`config.mk`:
```
export PLATFORM = sky130hd
export DESIGN_NAME = mem_arbiter
export DESIGN_NICKNAME = d
export VERILOG_FILES = /design/src/rtl/mem_arbiter.sv
export SDC_FILE = /design/constraint.sdc
export NUM_CORES = 1
export LEC_CHECK = 0
export CORE_ASPECT_RATIO = 1.25
export CORE_MARGIN = 2
export CORE_UTILIZATION = 29
export CTS_CLUSTER_DIAMETER = 100
export DETAILED_ROUTE_END_ITERATION = 12
export SETUP_SLACK_MARGIN = 0.15
export SLEW_MARGIN = 10
export SYNTH_ARGS = -nofsm -noshare
export SYNTH_HDL_FRONTEND = slang
export SYNTH_SLANG_ARGS = --single-unit
```
`constraint.sdc`:
```
create_clock -name clk -period 4.6 [get_ports clk]
set_input_delay 0.92 -clock clk [delete_from_list [all_inputs] [get_ports clk]]
set_output_delay 0.92 -clock clk [all_outputs]
set_load 0.1 [all_outputs]
```
`src/rtl/mem_arbiter.sv`:
```
// -----------------------------------------------------------------------------
// mem_arbiter
//   Shares the single pmem port between instruction fetch (IFU) and load/store
//   (LSU). One access is outstanding at a time. The block aligns store data
//   onto byte lanes, builds the write mask, sign/zero-extends load data, rejects
//   misaligned or illegal accesses without touching memory, and bounds every
//   memory response with a timeout.
//
// Handshake rule (all channels): a transfer happens on a rising clk edge where
//   both valid and ready are high. The producer holds valid and its payload
//   stable until that edge; ready carries no promise on cycles without valid.
//
// Ports
//   clk, rst                       clock, synchronous active-high reset
//   ifu_valid/ifu_ready/ifu_addr   IFU request channel (always a 4-byte read)
//   ifu_rvalid/ifu_rready          IFU response channel
//   ifu_rdata/ifu_err              fetched word, error (qualified by rvalid)
//   lsu_valid/lsu_ready            LSU request channel
//   lsu_we/lsu_ctr/lsu_addr        store flag, size/extension code, byte address
//   lsu_wdata                      LSB-aligned store data
//   lsu_rvalid/lsu_rready          LSU response channel
//   lsu_rdata/lsu_err              extended load data (0 for stores), error
//   mem_valid/mem_ready            memory request channel
//   mem_wen/mem_addr/mem_wdata     write flag, word address, lane-shifted data
//   mem_wmask                      byte enables (0 for reads)
//   mem_rvalid/mem_rdata           memory response (read data or write ack)
//   dbg_state                      current FSM state (IDLE=0 REQ=1 WAIT=2 RESP=3)
// -----------------------------------------------------------------------------
module mem_arbiter #(
  parameter int unsigned TIMEOUT = 255
) (
  input  logic        clk,
  input  logic        rst,
  input  logic        ifu_valid,
  output logic        ifu_ready,
  input  logic [31:0] ifu_addr,
  output logic        ifu_rvalid,
  input  logic        ifu_rready,
  output logic [31:0] ifu_rdata,
  output logic        ifu_err,
  input  logic        lsu_valid,
  output logic        lsu_ready,
  input  logic        lsu_we,
  input  logic [2:0]  lsu_ctr,
  input  logic [31:0] lsu_addr,
  input  logic [31:0] lsu_wdata,
  output logic        lsu_rvalid,
  input  logic        lsu_rready,
  output logic [31:0] lsu_rdata,
  output logic        lsu_err,
  output logic        mem_valid,
  input  logic        mem_ready,
  output logic        mem_wen,
  output logic [31:0] mem_addr,
  output logic [31:0] mem_wdata,
  output logic [3:0]  mem_wmask,
  input  logic        mem_rvalid,
  input  logic [31:0] mem_rdata,
  output logic [1:0]  dbg_state
);

  typedef enum logic [1:0] {S_IDLE = 2'd0, S_REQ = 2'd1, S_WAIT = 2'd2, S_RESP = 2'd3} state_t;

  localparam logic [7:0] TO_LAST = 8'(TIMEOUT - 1);

  state_t      state;
  logic        last_lsu;   // 1: LSU holds the most recent grant
  logic        owner_lsu;  // requester of the access in flight
  logic        we_q;
  logic [2:0]  ctr_q;
  logic [1:0]  off_q;
  logic [7:0]  cnt;
  logic [31:0] rdata_q;
  logic        err_q;

  // Arbitration and the request seen by the winner
  logic        pick_ifu, pick_lsu, grant;
  logic        rq_we, rq_err;
  logic [2:0]  rq_ctr;
  logic [31:0] rq_addr, rq_wdata;

  function automatic logic access_err(input logic [2:0] ctr, input logic [1:0] off);
    case (ctr)
      3'b000, 3'b100: access_err = 1'b0;
      3'b001, 3'b101: access_err = off[0];
      3'b010:         access_err = (off != 2'b00);
      default:        access_err = 1'b1;
    endcase
  endfunction

  function automatic logic [3:0] store_mask(input logic [2:0] ctr, input logic [1:0] off);
    case (ctr[1:0])
      2'b00:   store_mask = 4'b0001 << off;
      2'b01:   store_mask = 4'b0011 << off;
      default: store_mask = 4'b1111;
    endcase
  endfunction

  function automatic logic [31:0] extract(input logic [2:0] ctr, input logic [1:0] off,
                                          input logic [31:0] word);
    logic [31:0] sh;
    sh = word >> {off, 3'b000};
    case (ctr)
      3'b000:  extract = {{24{sh[7]}}, sh[7:0]};
      3'b001:  extract = {{16{sh[15]}}, sh[15:0]};
      3'b100:  extract = {24'h0, sh[7:0]};
      3'b101:  extract = {16'h0, sh[15:0]};
      default: extract = sh;
    endcase
  endfunction

  // Round-robin: on contention the requester that did not win last time wins.
  always_comb begin
    pick_ifu = 1'b0;
    pick_lsu = 1'b0;
    if (!rst && state == S_IDLE) begin
      if (ifu_valid && lsu_valid) begin
        pick_lsu = !last_lsu;
        pick_ifu = last_lsu;
      end else begin
        pick_lsu = lsu_valid;
        pick_ifu = ifu_valid;
      end
    end
  end

  always_comb begin
    grant    = pick_ifu | pick_lsu;
    rq_we    = pick_lsu & lsu_we;
    rq_ctr   = pick_lsu ? lsu_ctr   : 3'b010;
    rq_addr  = pick_lsu ? lsu_addr  : ifu_addr;
    rq_wdata = pick_lsu ? lsu_wdata : 32'h0;
    rq_err   = access_err(rq_ctr, rq_addr[1:0]);
  end

  always_ff @(posedge clk) begin
    if (rst) begin
      state     <= S_IDLE;
      last_lsu  <= 1'b0;
      owner_lsu <= 1'b0;
      we_q      <= 1'b0;
      ctr_q     <= 3'b000;
      off_q     <= 2'b00;
      cnt       <= 8'd0;
      rdata_q   <= 32'h0;
      err_q     <= 1'b0;
      mem_wen   <= 1'b0;
      mem_addr  <= 32'h0;
      mem_wdata <= 32'h0;
      mem_wmask <= 4'h0;
    end else begin
      case (state)
        S_IDLE: begin
          if (grant) begin
            owner_lsu <= pick_lsu;
            last_lsu  <= pick_lsu;
            we_q      <= rq_we;
            ctr_q     <= rq_ctr;
            off_q     <= rq_addr[1:0];
            mem_wen   <= rq_we;
            mem_addr  <= {rq_addr[31:2], 2'b00};
            mem_wdata <= rq_wdata << {rq_addr[1:0], 3'b000};
            mem_wmask <= rq_we ? store_mask(rq_ctr, rq_addr[1:0]) : 4'h0;
            rdata_q   <= 32'h0;
            err_q     <= rq_err;
            // A rejected access answers straight away and never reaches memory.
            state     <= rq_err ? S_RESP : S_REQ;
          end
        end
        S_REQ: begin
          if (mem_ready) begin
            cnt   <= 8'd0;
            state <= S_WAIT;
          end
        end
        S_WAIT: begin
          // mem_rvalid is only looked at here; late beats in RESP/IDLE are dropped.
          if (mem_rvalid) begin
            rdata_q <= we_q ? 32'h0 : extract(ctr_q, off_q, mem_rdata);
            err_q   <= 1'b0;
            state   <= S_RESP;
          end else if (cnt == TO_LAST) begin
            rdata_q <= 32'h0;
            err_q   <= 1'b1;
            state   <= S_RESP;
          end else begin
            cnt <= cnt + 8'd1;
          end
        end
        S_RESP: begin
          if (owner_lsu ? lsu_rready : ifu_rready) state <= S_IDLE;
        end
        default: state <= S_IDLE;
      endcase
    end
  end

  assign ifu_ready  = pick_ifu;
  assign lsu_ready  = pick_lsu;
  assign mem_valid  = (state == S_REQ);
  assign ifu_rvalid = (state == S_RESP) && !owner_lsu;
  assign lsu_rvalid = (state == S_RESP) && owner_lsu;
  assign ifu_rdata  = rdata_q;
  assign lsu_rdata  = rdata_q;
  assign ifu_err    = err_q;
  assign lsu_err    = err_q;
  assign dbg_state  = state;

endmodule

```
==> results.md, run 1 <==
- Most common flop cell mapped by yosys: dfxtp_1
- Met1 Usage GRT: 21.6%
- CP arrival: 2330 ps
- Gr usage total: 18.6%
- CTS tree: done
- HP Start: mem_wmask[1]
- Largest net degree at the start of global routing: 80
- MaxCap Viol Count: 0
- DR vias: 5,750
- Skew-Pair Late Insertion Delay: 410 ps
- Row count: 58
- Core ar.: 20,000 um2
- Hold_buf cts: 0
- Rel. slew slack: approximately 28%
- Power Density: 556 nW/um2
- Ports: 282
- RSZ-0062 raised after global routing: no
- Vias in the first global route: 5,553
- DRT Wirelength: 20,000 um
- First-pass GRT wire length: 30,700 um
- Asr flop ratio synth: 0%
- Initial Util: 29.2%
- H-tree Lvls: 4
- Post-CTS setup buffer count: 0
- Crit end category: output port
- Mapped Area: 5830 um2
- Post-DRT Antenna Nets: 0
- Worst Setup Start Kind: flop
- Nets: 1,051
- Fin area: between 9000 and 10,000 um2
- Leakage: 3.33 nW
- Fin cells: about 1,200
- GRT Max-Usage Layer: met2
- Clock slew at reported path FFs: 60 ps
- Setup_tns: 0 ps
- GR Layer Usage met2: approximately 32%
- Syn Area/Cell: 8.55 um2
- YS warnings: 0
- Worst slew pin tran: 1080 ps
- Fraction of layout instances using a drive strength above 1: 7.74%
- Switching share of power: 48.4%
- Port Buffers: 279
- Total Die Area: 21,300 um2
- Max-slew violation count: 0
- Reg power frac: 24.7%
- Remaining Overflow, GRT: 0
- First DRT Iteration DRCs: 296
- Post-synthesis sequential area ratio: about two fifths
- Critical path class: flop to output port
- FF-to-FF End: dbg_state[1]
- Clock group share of total power: 26.2%
- # setup viols final: 0
- Placed cell areas: 8540 um2
- Vert. Die Dim: 163 um
- Vias per inst: 4.84
- RR Startpoint: dbg_state[0]
- Wire per inst: 16.9 um
- Ant diodes: 0
- Yosys cell types: 50
- Type of the most critical hold path: flop to flop
- Hold depth: 2
- CTS max path bufs: 2
- Syn Inst Count: 682
- Sink Count: approximately 120
- Tcrit/Tclk final: 70.6%
- CTS root buffer: clkbuf_16
- Hold Slack: 450 ps
- Reg2Reg Depth: 9
- Cts repair resizes: 0
- Status: completed
- Worst reg2reg setup slack: 2100 ps
- Hold Path Sink: mem_wmask[1]
- Detailed Routing Iterations Pass 1: 4
- Initial antenna violation count: 2
- Int Power: around 0.0026 W
- Met3 usage: 5.52%
- Setup Skew: 7.81 ps
- # placed instances: 1,155
- Area grow syn2layout: 56.6%
- Crit path time final: roughly 3200 ps
- Final hold violations: 0
- Required @ worst endpoint: about 3700 ps
- Worst IR Drop VDD: approximately 0.27 mV
- FMAX: slightly above 300 MHz
- Number of synthesized flops with an enable pin: 0
- Switching Power: 0.00246 W
- TritonCTS Buffers: 17
- Die X: 131 um
- Crit Path Max Fanout: 5
- #FFs+latches synth: 116
- Part of the power in combinational logic: 49.1%
- Drt drc: 0
- Placer Congestion: 0.772
- DP HPWL: ~15,000 um
[critical path, stage by stage, from the launching register on]
cell	delay [ps]
dfxtp_1	430
ha_1	220
nor2b_1	130
clkdlybuf4s50_1	1140
[how the worst max path moves through the flow]
stage            endpoint    startpoint  slack (ps)  depth (start not counted)
3_3_place_gp    lsu_ready     ifu_valid        1460                          5
5_1_grt        ifu_rvalid  dbg_state[0]        1290                          3
2_1_floorplan   ifu_ready  dbg_state[0]         810                          5
6_report       ifu_rvalid  dbg_state[0]        1350                          3
3_5_place_dp    lsu_ready     ifu_valid        1460                          5
4_1_cts        ifu_rvalid  dbg_state[0]        1320                          3
[power groups by stage]
stage	Sequential (W)	Clock (W)	Combinational, W
4_1_cts	0.00126	0.00137	0.00251
2_1_floorplan	0.00217	0	0.00100
5_1_grt	0.00128	0.00142	0.00263
3_3_place_gp	0.00127	0	0.00250
6_report	0.00125	0.00133	0.00249
3_5_place_dp	0.00128	0	0.00250
[per-stage QoR]
stage          util [%]  setup slack [ps]  total power, W
2_1_floorplan         -               815         0.00317
3_3_place_gp       42.8              1460         0.00378
3_5_place_dp       42.8              1460         0.00378
4_1_cts            45.8              1320         0.00513
5_1_grt            45.8              1290         0.00533
6_report           45.8              1350         0.00508
[layer usage]
metal / vias to the layer above / part of all wire, %
li1: 2831 / -
met1: 2684 / 41
met2: 215 / 51
met3: 20 / 7.0
met4: 0 / 1.5
met5: - / 0
[cells in the final DEF (no fill, tap or decap), drive strengths merged, types with 2 or more instances in the layout]
| cell | netlist | final |
|---|---|---|
| mux2i | 28 | 28 |
| o32ai | 2 | 2 |
| clkinvlp | 0 | 2 |
| mux2 | 9 | 9 |
| a21oi | 14 | 14 |
| bufinv | 0 | 2 |
| a211o | 7 | 7 |
| inv | 12 | 18 |
| o311ai | 2 | 2 |
| a22o | 16 | 16 |
| a2111oi | 4 | 4 |
| o21bai | 2 | 2 |
| buf | 61 | 12 |
| a32oi | 7 | 7 |
| a22oi | 24 | 24 |
| mux4 | 8 | 8 |
| nand3 | 5 | 5 |
| a21o | 2 | 2 |
| o21ai | 36 | 36 |
| and2 | 2 | 2 |
| ha | 7 | 7 |
| a311oi | 32 | 32 |
| nand2b | 3 | 3 |
| nand4 | 4 | 4 |
| nand2 | 119 | 119 |
| xnor2 | 7 | 7 |
| clkinv | 0 | 5 |
| nor2 | 91 | 91 |
| nor3 | 2 | 2 |
| nor2b | 14 | 14 |
| dfxtp | 116 | 116 |
| conb | 1 | 2 |
| a222oi | 4 | 4 |
| clkbuf | 24 | 17 |
| a211oi | 10 | 10 |
| clkdlybuf4s50 | 0 | 275 |
[final cells by class]
| cell class | count | area, um2 |
|---|---|---|
| Clock buffer | 17 | 425 |
| Clock inverter | 15 | 170 |
| Fill cell | 1984 | 10800 |
| Inverter | 12 | 45.0 |
| Multi-Input combinational cell | 470 | 2980 |
| Sequential cell | 116 | 2320 |
| Tap cell | 270 | 338 |
| Timing Repair Buffer | 287 | 2850 |
[state kept, by name (all words and copies together), names as in the netlist]
name       flops
dbg_state      2
ifu_err        1
off_q          2
mem_addr      30
mem_wdata     32
ctr_q          3
ifu_rdata     32
mem_wmask      4
owner_lsu      1
we_q           1
cnt            8
[cells in the mapped netlist, types with 2 or more instances]
cell	n	area, um2
nand2b_1	3	18.8
clkbuf_1	24	90.1
dfxtp_1	116	2320
a21oi_1	14	70.1
a211oi_1	10	75.1
buf_6	2	22.5
a311oi_1	32	280
a21o_1	2	15.0
mux2_2	8	90.1
a211o_1	7	61.3
mux4_2	8	180
nand2_1	119	447
buf_1	4	15.0
a22o_1	16	140
buf_4	39	293
and2_1	2	12.5
o21ai_0	33	165
nand4_1	4	25.0
o21ai_1	3	15.0
nand3_1	4	20.0
o32ai_1	2	17.5
xnor2_1	7	61.3
a32oi_1	7	61.3
a222oi_1	4	40.0
o21bai_1	2	15.0
ha_1	7	87.6
buf_2	16	80.1
a22oi_1	24	180
a2111oi_0	3	26.3
nor2b_1	13	81.3
nor2_1	91	342
mux2i_1	28	280
inv_1	11	41.3
[cell families (layout without fill, tap and decap cells)]
| family | Yosys count | after routing | share of synthesized area (%) |
|---|---|---|---|
| AO/OA/AOI/OAI | 165 | 165 | 21.2 |
| XOR/XNOR | 8 | 8 | 1.20 |
| adder cells (fa/ha/maj) | 7 | 7 | 1.50 |
| buffers and inverters | 97 | 331 | 9.35 |
| flip-flops | 116 | 116 | 39.8 |
| multiplexers | 45 | 45 | 9.70 |
| other | 1 | 2 | 0.0643 |
| AND/OR/NAND/NOR | 243 | 243 | 17.2 |
Note: power is estimated with default switching activity, not from simulation.
==> run 2, diff against run 1 <==
==> constraint.sdc (replaced) <==
create_clock -name clk -period 3.3 [get_ports clk]
set_input_delay 0.66 -clock clk [delete_from_list [all_inputs] [get_ports clk]]
set_output_delay 0.66 -clock clk [all_outputs]
set_load 0.1 [all_outputs]
==> run 2 against run 1 <==
Compared with the run above: worst setup slack worse by 760 ps; cell area down 3.1%; global-route usage about the same; combinational power up 37%; clock skew down 1.2 ps; critical path type unchanged; critical endpoint is now lsu_ready; largest cell class unchanged; largest power group unchanged.
==> results.md, run 2 (synthesis results as in run 1) <==
- CP top delay family: buffers and inverters
- Most frequent cells in the layout: buf_4, clkdlybuf4s50_1, nand2_1, dfxtp_1, nor2_1
- Status: completed
- HP Start: mem_wmask[1]
- CTS root buffer: clkbuf_16
- Critical path class: flop to output port
- FF-to-FF End: mem_wdata[12]
- Placed cell areas: 8230 um2 (-3.6%)
- Gr usage total: 18.6% (-0.026 points)
- First DRT Iteration DRCs: 285 (-3.7%)
- Ports: 282 (unchanged)
- Worst IR Drop VDD: 0.349 mV (+30%)
- Max-slew violation count: 0 (unchanged)
- Met3 usage: 6.27% (+0.76 points)
- DR vias: 5,736 (-0.24%)
- DRT Wirelength: 19,900 um (-0.42%)
- Wire per inst: 16.8 um (-0.59%)
- Leakage: 3.63 nW (+8.9%)
- Hold Path Sink: mem_wmask[1]
- Slowest stage delay, CP: 360 ps (-780 ps)
- H-tree Lvls: 4 (unchanged)
- # setup viols final: 0 (unchanged)
- Hold depth: 2 (unchanged)
- GRT Max-Usage Layer: met2
- Core ar.: 20,000 um2 (unchanged)
- Clock slew at reported path FFs: 60 ps (about the same)
- Slowest-stage cell, CP: dfxtp_1
- Port Buffers: 279 (unchanged)
- Initial antenna violation count: 0 (-2)
- Tcrit/Tclk final: 82.1%
- Final hold violations: 0 (unchanged)
- Reg2Reg Depth: 8 (-1)
- Type of the most critical hold path: flop to flop
- Sink Count: 116 (unchanged)
- Power Density: 805 nW/um2 (+45%)
- Worst reg2reg setup slack: 920 ps (-1180 ps)
- Fraction of layout instances using a drive strength above 1: 23.2% (+15 points)
- Worst slew pin tran: 898 ps (-182 ps)
- MaxCap Viol Count: 0 (unchanged)
- TritonCTS Buffers: 17 (unchanged)
- Row count: 58 (unchanged)
- Area grow syn2layout: 51.7%
- Final Util: 44.3% (-1.4 points)
- Nets: 1,053 (+0.19%)
- Post-CTS setup buffer count: 0 (unchanged)
- Met1 Usage GRT: 21.7% (+0.086 points)
- Initial Util: 29.2% (unchanged)
- Remaining Overflow, GRT: 0 (unchanged)
- # placed instances: 1,157 (+0.17%)
- Vert. Die Dim: 163 um (unchanged)
- CTS tree: done
- First-pass GRT wire length: 30,200 um (-1.5%)
- CTS max path bufs: 2 (unchanged)
- Post-DRT Antenna Nets: 0 (unchanged)
- FMAX: 369 MHz
- Detailed Routing Iterations Pass 1: 4 (unchanged)
- Skew-Pair Late Insertion Delay: 420 ps (about the same)
- Crit end category: output port
- Setup_tns: 0 ps (unchanged)
- Fin area: 8850 um2 (-3.1%)
- Die X: 131 um (unchanged)
- GR Layer Usage met2: 31.6% (-0.76 points)
- Buf/Inv on CP: 3 (+2)
- Total Die Area: 21,300 um2 (unchanged)
- RR Startpoint: dbg_state[0]
- Vias in the first global route: 5,521 (-0.58%)
- Crit Path Max Fanout: 15 (+10)
- Leading cell type in the layout, fill and taps excluded: buf_4
- Crit path time final: 2710 ps
- RSZ-0062 raised after global routing: no
- Rel. slew slack: 40.1% (+12 points)
- Placer Congestion: 0.784 (+1.6%)
- DP HPWL: 14,900 um (+2.0%)
- Fin cells: 1,189 (+0.17%)
- CP arrival: 2050 ps (-280 ps)
- Cell-by-cell listing of the critical path: inv_1 -> ha_1 -> nor2b_2 -> nand3_2 -> inv_2 -> buf_12
- Setup Skew: 6.65 ps (-1.16 ps)
- Hold Slack: 451 ps (+0.897 ps)
- Hold_buf cts: 0 (unchanged)
- Required @ worst endpoint: 2640 ps (-1040 ps)
- Worst Setup Start Kind: flop
- Drt drc: 0 (unchanged)
- Largest net degree at the start of global routing: 80 (unchanged)
- Vias per inst: 4.82 (-0.41%)
- Ant diodes: 0 (unchanged)
- Cts repair resizes: 0 (unchanged)
run 2: changes by cell type in the layout (fill, tap and decap cells not counted), sizes merged:
cell,previous run,this run
buf,12,152
bufinv,2,3
clkdlybuf4s50,275,137
clkinv,5,6
clkinvlp,2,0
run 2: worst reg2reg max path: stages, from the launching register on:
cell      delay [ps]
dfxtp_1          360
inv_1            120
ha_1             270
nor2b_2          250
nand3_2          150
inv_2            260
buf_4            420
nand2b_1         270
o21ai_0          210
run 2: cell type report:
cell class	count	area, um2
fillers	1982	11100
multi-input cells	470	2990
clock buffers	17	425
inverters	12	45.0
flip-flops and latches	116	2320
repair buffers	289	2530
well taps	270	338
clock inverters	15	196
run 2: worst max-delay path by stage:
stage,start,end,slack [ps],cells past startpoint
6_report,dbg_state[0],lsu_ready,590,6
3_5_place_dp,lsu_valid,ifu_rdata[13],570,6
4_1_cts,dbg_state[0],lsu_ready,570,6
3_3_place_gp,lsu_valid,ifu_rdata[31],630,6
5_1_grt,dbg_state[0],lsu_ready,450,6
2_1_floorplan,dbg_state[0],lsu_ready,310,7
run 2: routing by layer:
metal,wire length (um),vias up
met1,8180,2628
met4,439,0
met2,9810,233
met3,1500,29
met5,0,-
li1,-,2846
run 2: report_power, final:
group	total, W	switching, W	internal, W
Clock	0.00196	0.000751	0.00121
Sequential	0.00176	0.000156	0.00160
Combinational	0.00340	0.00255	0.000853
Total	0.00712	0.00346	0.00366
run 2: per-stage QoR:
stage / total power (W) / setup slack [ps]
CTS: 0.00720 / 574
floorplan: 0.00442 / 312
detailed placement: 0.00521 / 570
finish: 0.00712 / 592
global placement: 0.00520 / 634
global route: 0.00746 / 445
==> run 3, diff against run 2 <==
==> constraint.sdc (replaced) <==
create_clock -name clk -period 2.56 [get_ports clk]
set_input_delay 0.512 -clock clk [delete_from_list [all_inputs] [get_ports clk]]
set_output_delay 0.512 -clock clk [all_outputs]
set_load 0.1 [all_outputs]
==> run 3 against run 2 <==
Compared with the run above: critical path depth unchanged; worst hold slack got worse by 71 ps; worst setup slack worse by 320 ps; flip-flop and latch count unchanged; first-iteration DRC count shrank 7.7%; cell count up 1.1%; non-clock buffer count up 13; critical path type unchanged; critical endpoint unchanged; largest cell class unchanged.
==> results.md, run 3 (synthesis results as in run 1) <==
- Status: completed
- Skew-Pair Late Insertion Delay: 420 ps (about the same)
- Int Power: 0.00482 W (+31%)
- Ports: 282 (unchanged)
- Worst IR Drop VDD: 0.478 mV (+37%)
- Hold Path Sink: owner_lsu
- Final hold violations: 0 (unchanged)
- Switching Power: 0.00449 W (+30%)
- Total Die Area: 21,300 um2 (unchanged)
- Vert. Die Dim: 163 um (unchanged)
- Most frequent cells in the layout: buf_4, clkdlybuf4s50_1, nand2_1, dfxtp_1, nor2_1
- FMAX: about 440 MHz
- Largest net degree at the start of global routing: 79 (-1.3%)
- Filler cells: 1,948 (-1.7%)
- Sequential Area: 2320 um2 (+0.11%)
- CTS root buffer: clkbuf_16
- Buf/Inv on CP: 3 (unchanged)
- Port Buffers: 279 (unchanged)
- DR vias: 5,838 (+1.8%)
- Ant diodes: 0 (unchanged)
- Die X: 131 um (unchanged)
- Remaining Overflow, GRT: 0 (unchanged)
- Detailed Routing Iterations Pass 1: 6 (+2)
- Setup Skew: 9.11 ps (+2.46 ps)
- Fin cells: 1,202 (+1.1%)
- Initial Util: 29.2% (unchanged)
- Multi-input logic area: 3020 um2 (+0.84%)
- Crit end category: output port
- Core ar.: 20,000 um2 (unchanged)
- Worst slew pin tran: 913 ps (+14.5 ps)
- MaxCap Viol Count: 0 (unchanged)
- Worst reg2reg setup slack: 400 ps (-520 ps)
- RR Startpoint: dbg_state[0]
- Wire per inst: 17.0 um (+1.7%)
- First DRT Iteration DRCs: 263 (-7.7%)
- Rel. slew slack: 38.9% (-1.2 points)
- Slowest stage delay, CP: 340 ps (-20 ps)
- Crit path time final: 2290 ps
- Leakage: 3.71 nW (+2.4%)
- RSZ-0062 raised after global routing: no
- Nets: 1,066 (+1.2%)
- # setup viols final: 0 (unchanged)
- Fin area: 9040 um2 (+2.1%)
- Critical path origin: dbg_state[0]
- Required @ worst endpoint: 2050 ps (-590 ps)
- Placer Congestion: 0.816 (+4.1%)
- Vias per inst: 4.86 (+0.68%)
- Critical path class: flop to output port
- Post-DRT Antenna Nets: 0 (unchanged)
- DP HPWL: 15,200 um (+2.2%)
- Crit Path Max Fanout: 7 (-8)
- Sink Count: 116 (unchanged)
- Drt drc: 0 (unchanged)
- Reg power frac: 24.4% (-0.3 points)
- DRT Wirelength: 20,500 um (+2.8%)
- Clock group share of total power: 27.1% (-0.5 points)
- HP Start: rst
- Setup_tns: 0 ps (unchanged)
- Switching share of power: 48.3% (-0.27 points)
- Placed cell areas: 8390 um2 (+2.0%)
- CP top delay family: buffers and inverters
- CTS tree: done
- TritonCTS Buffers: 17 (unchanged)
- H-tree Lvls: 4 (unchanged)
- CP arrival: 1780 ps (-270 ps)
- Vias in the first global route: 5,604 (+1.5%)
- CTS max path bufs: 2 (unchanged)
- Area grow syn2layout: 54.9%
- Part of the power in combinational logic: 48.5% (+0.7 points)
- Cell-by-cell listing of the critical path: inv_1 -> ha_2 -> nor2b_4 -> nand3_4 -> inv_4 -> buf_12
- Initial antenna violation count: 0 (unchanged)
- Clock slew at reported path FFs: 60 ps (about the same)
- Row count: 58 (unchanged)
- Hold depth: 2 (unchanged)
- FF-to-FF End: ifu_rdata[7]
- Max-slew violation count: 0 (unchanged)
- Fraction of layout instances using a drive strength above 1: 24.7% (+1.5 points)
- Tcrit/Tclk final: 89.4%
- First-pass GRT wire length: 30,100 um (-0.21%)
- Gr usage total: 18.6% (+0.076 points)
- Leading cell type in the layout, fill and taps excluded: buf_4
- # placed instances: 1,170 (+1.1%)
- Power Density: 1030 nW/um2 (+28%)
- Worst Setup Start Kind: flop
- Reg2Reg Depth: 8 (unchanged)
- Slowest-stage cell, CP: dfxtp_2
- Type of the most critical hold path: input port to flop
## run 3: changes by cell type in the layout (fill, tap and decap cells not counted), sizes merged
cell	previous run	this run
buf	152	165
clkinv	6	3
inv	18	20
clkinvlp	0	1
## run 3: worst max path at each step
stage,to,slack (ps),depth (start not counted)
after floorplan,ifu_ready,50,5
after global placement,ifu_rdata[24],-40,5
after detailed placement,ifu_rdata[24],-60,5
after CTS,lsu_ready,180,6
after global routing,lsu_ready,150,6
final,lsu_ready,270,6
## run 3: power groups by stage
stage,Clock (W),Sequential [W],Combinational [W]
after floorplan,0,0.00390,0.00181
after global placement,0,0.00230,0.00450
after detailed placement,0,0.00231,0.00451
after CTS,0.00259,0.00227,0.00453
after global routing,0.00266,0.00231,0.00475
final,0.00252,0.00227,0.00452
## run 3: metal layers
layer,part of all wire (%),global-route usage (%)
met1,41,21.9
met4,2.4,7.59
met5,0,0
met2,49,31.8
met3,6.9,5.29
## run 3: timing repair
action,in CTS,in global routing
setup endpoints to repair,25,2
buffers inserted,0,0
hold buffers,0,0
resized for setup,4,1
## run 3: area by class of cell
type,count,area share (%)
Timing Repair Buffer,302,29.8
Sequential cell,116,25.7
Clock inverter,15,2.13
Clock buffer,17,4.71
Inverter,12,0.526
Multi-Input combinational cell,470,33.4
Tap cell,270,3.74
## run 3: stage by stage
step | hold WS [ps] | setup slack [ps] | total power [W] | util, %
5_1_grt | 370 | 154 | 0.00972 | 45.3
3_3_place_gp | 435 | -42.0 | 0.00680 | 42.1
2_1_floorplan | 485 | 47.7 | 0.00571 | -
4_1_cts | 350 | 184 | 0.00939 | 45.3
3_5_place_dp | 448 | -59.0 | 0.00682 | 42.1
6_report | 381 | 272 | 0.00931 | 45.3
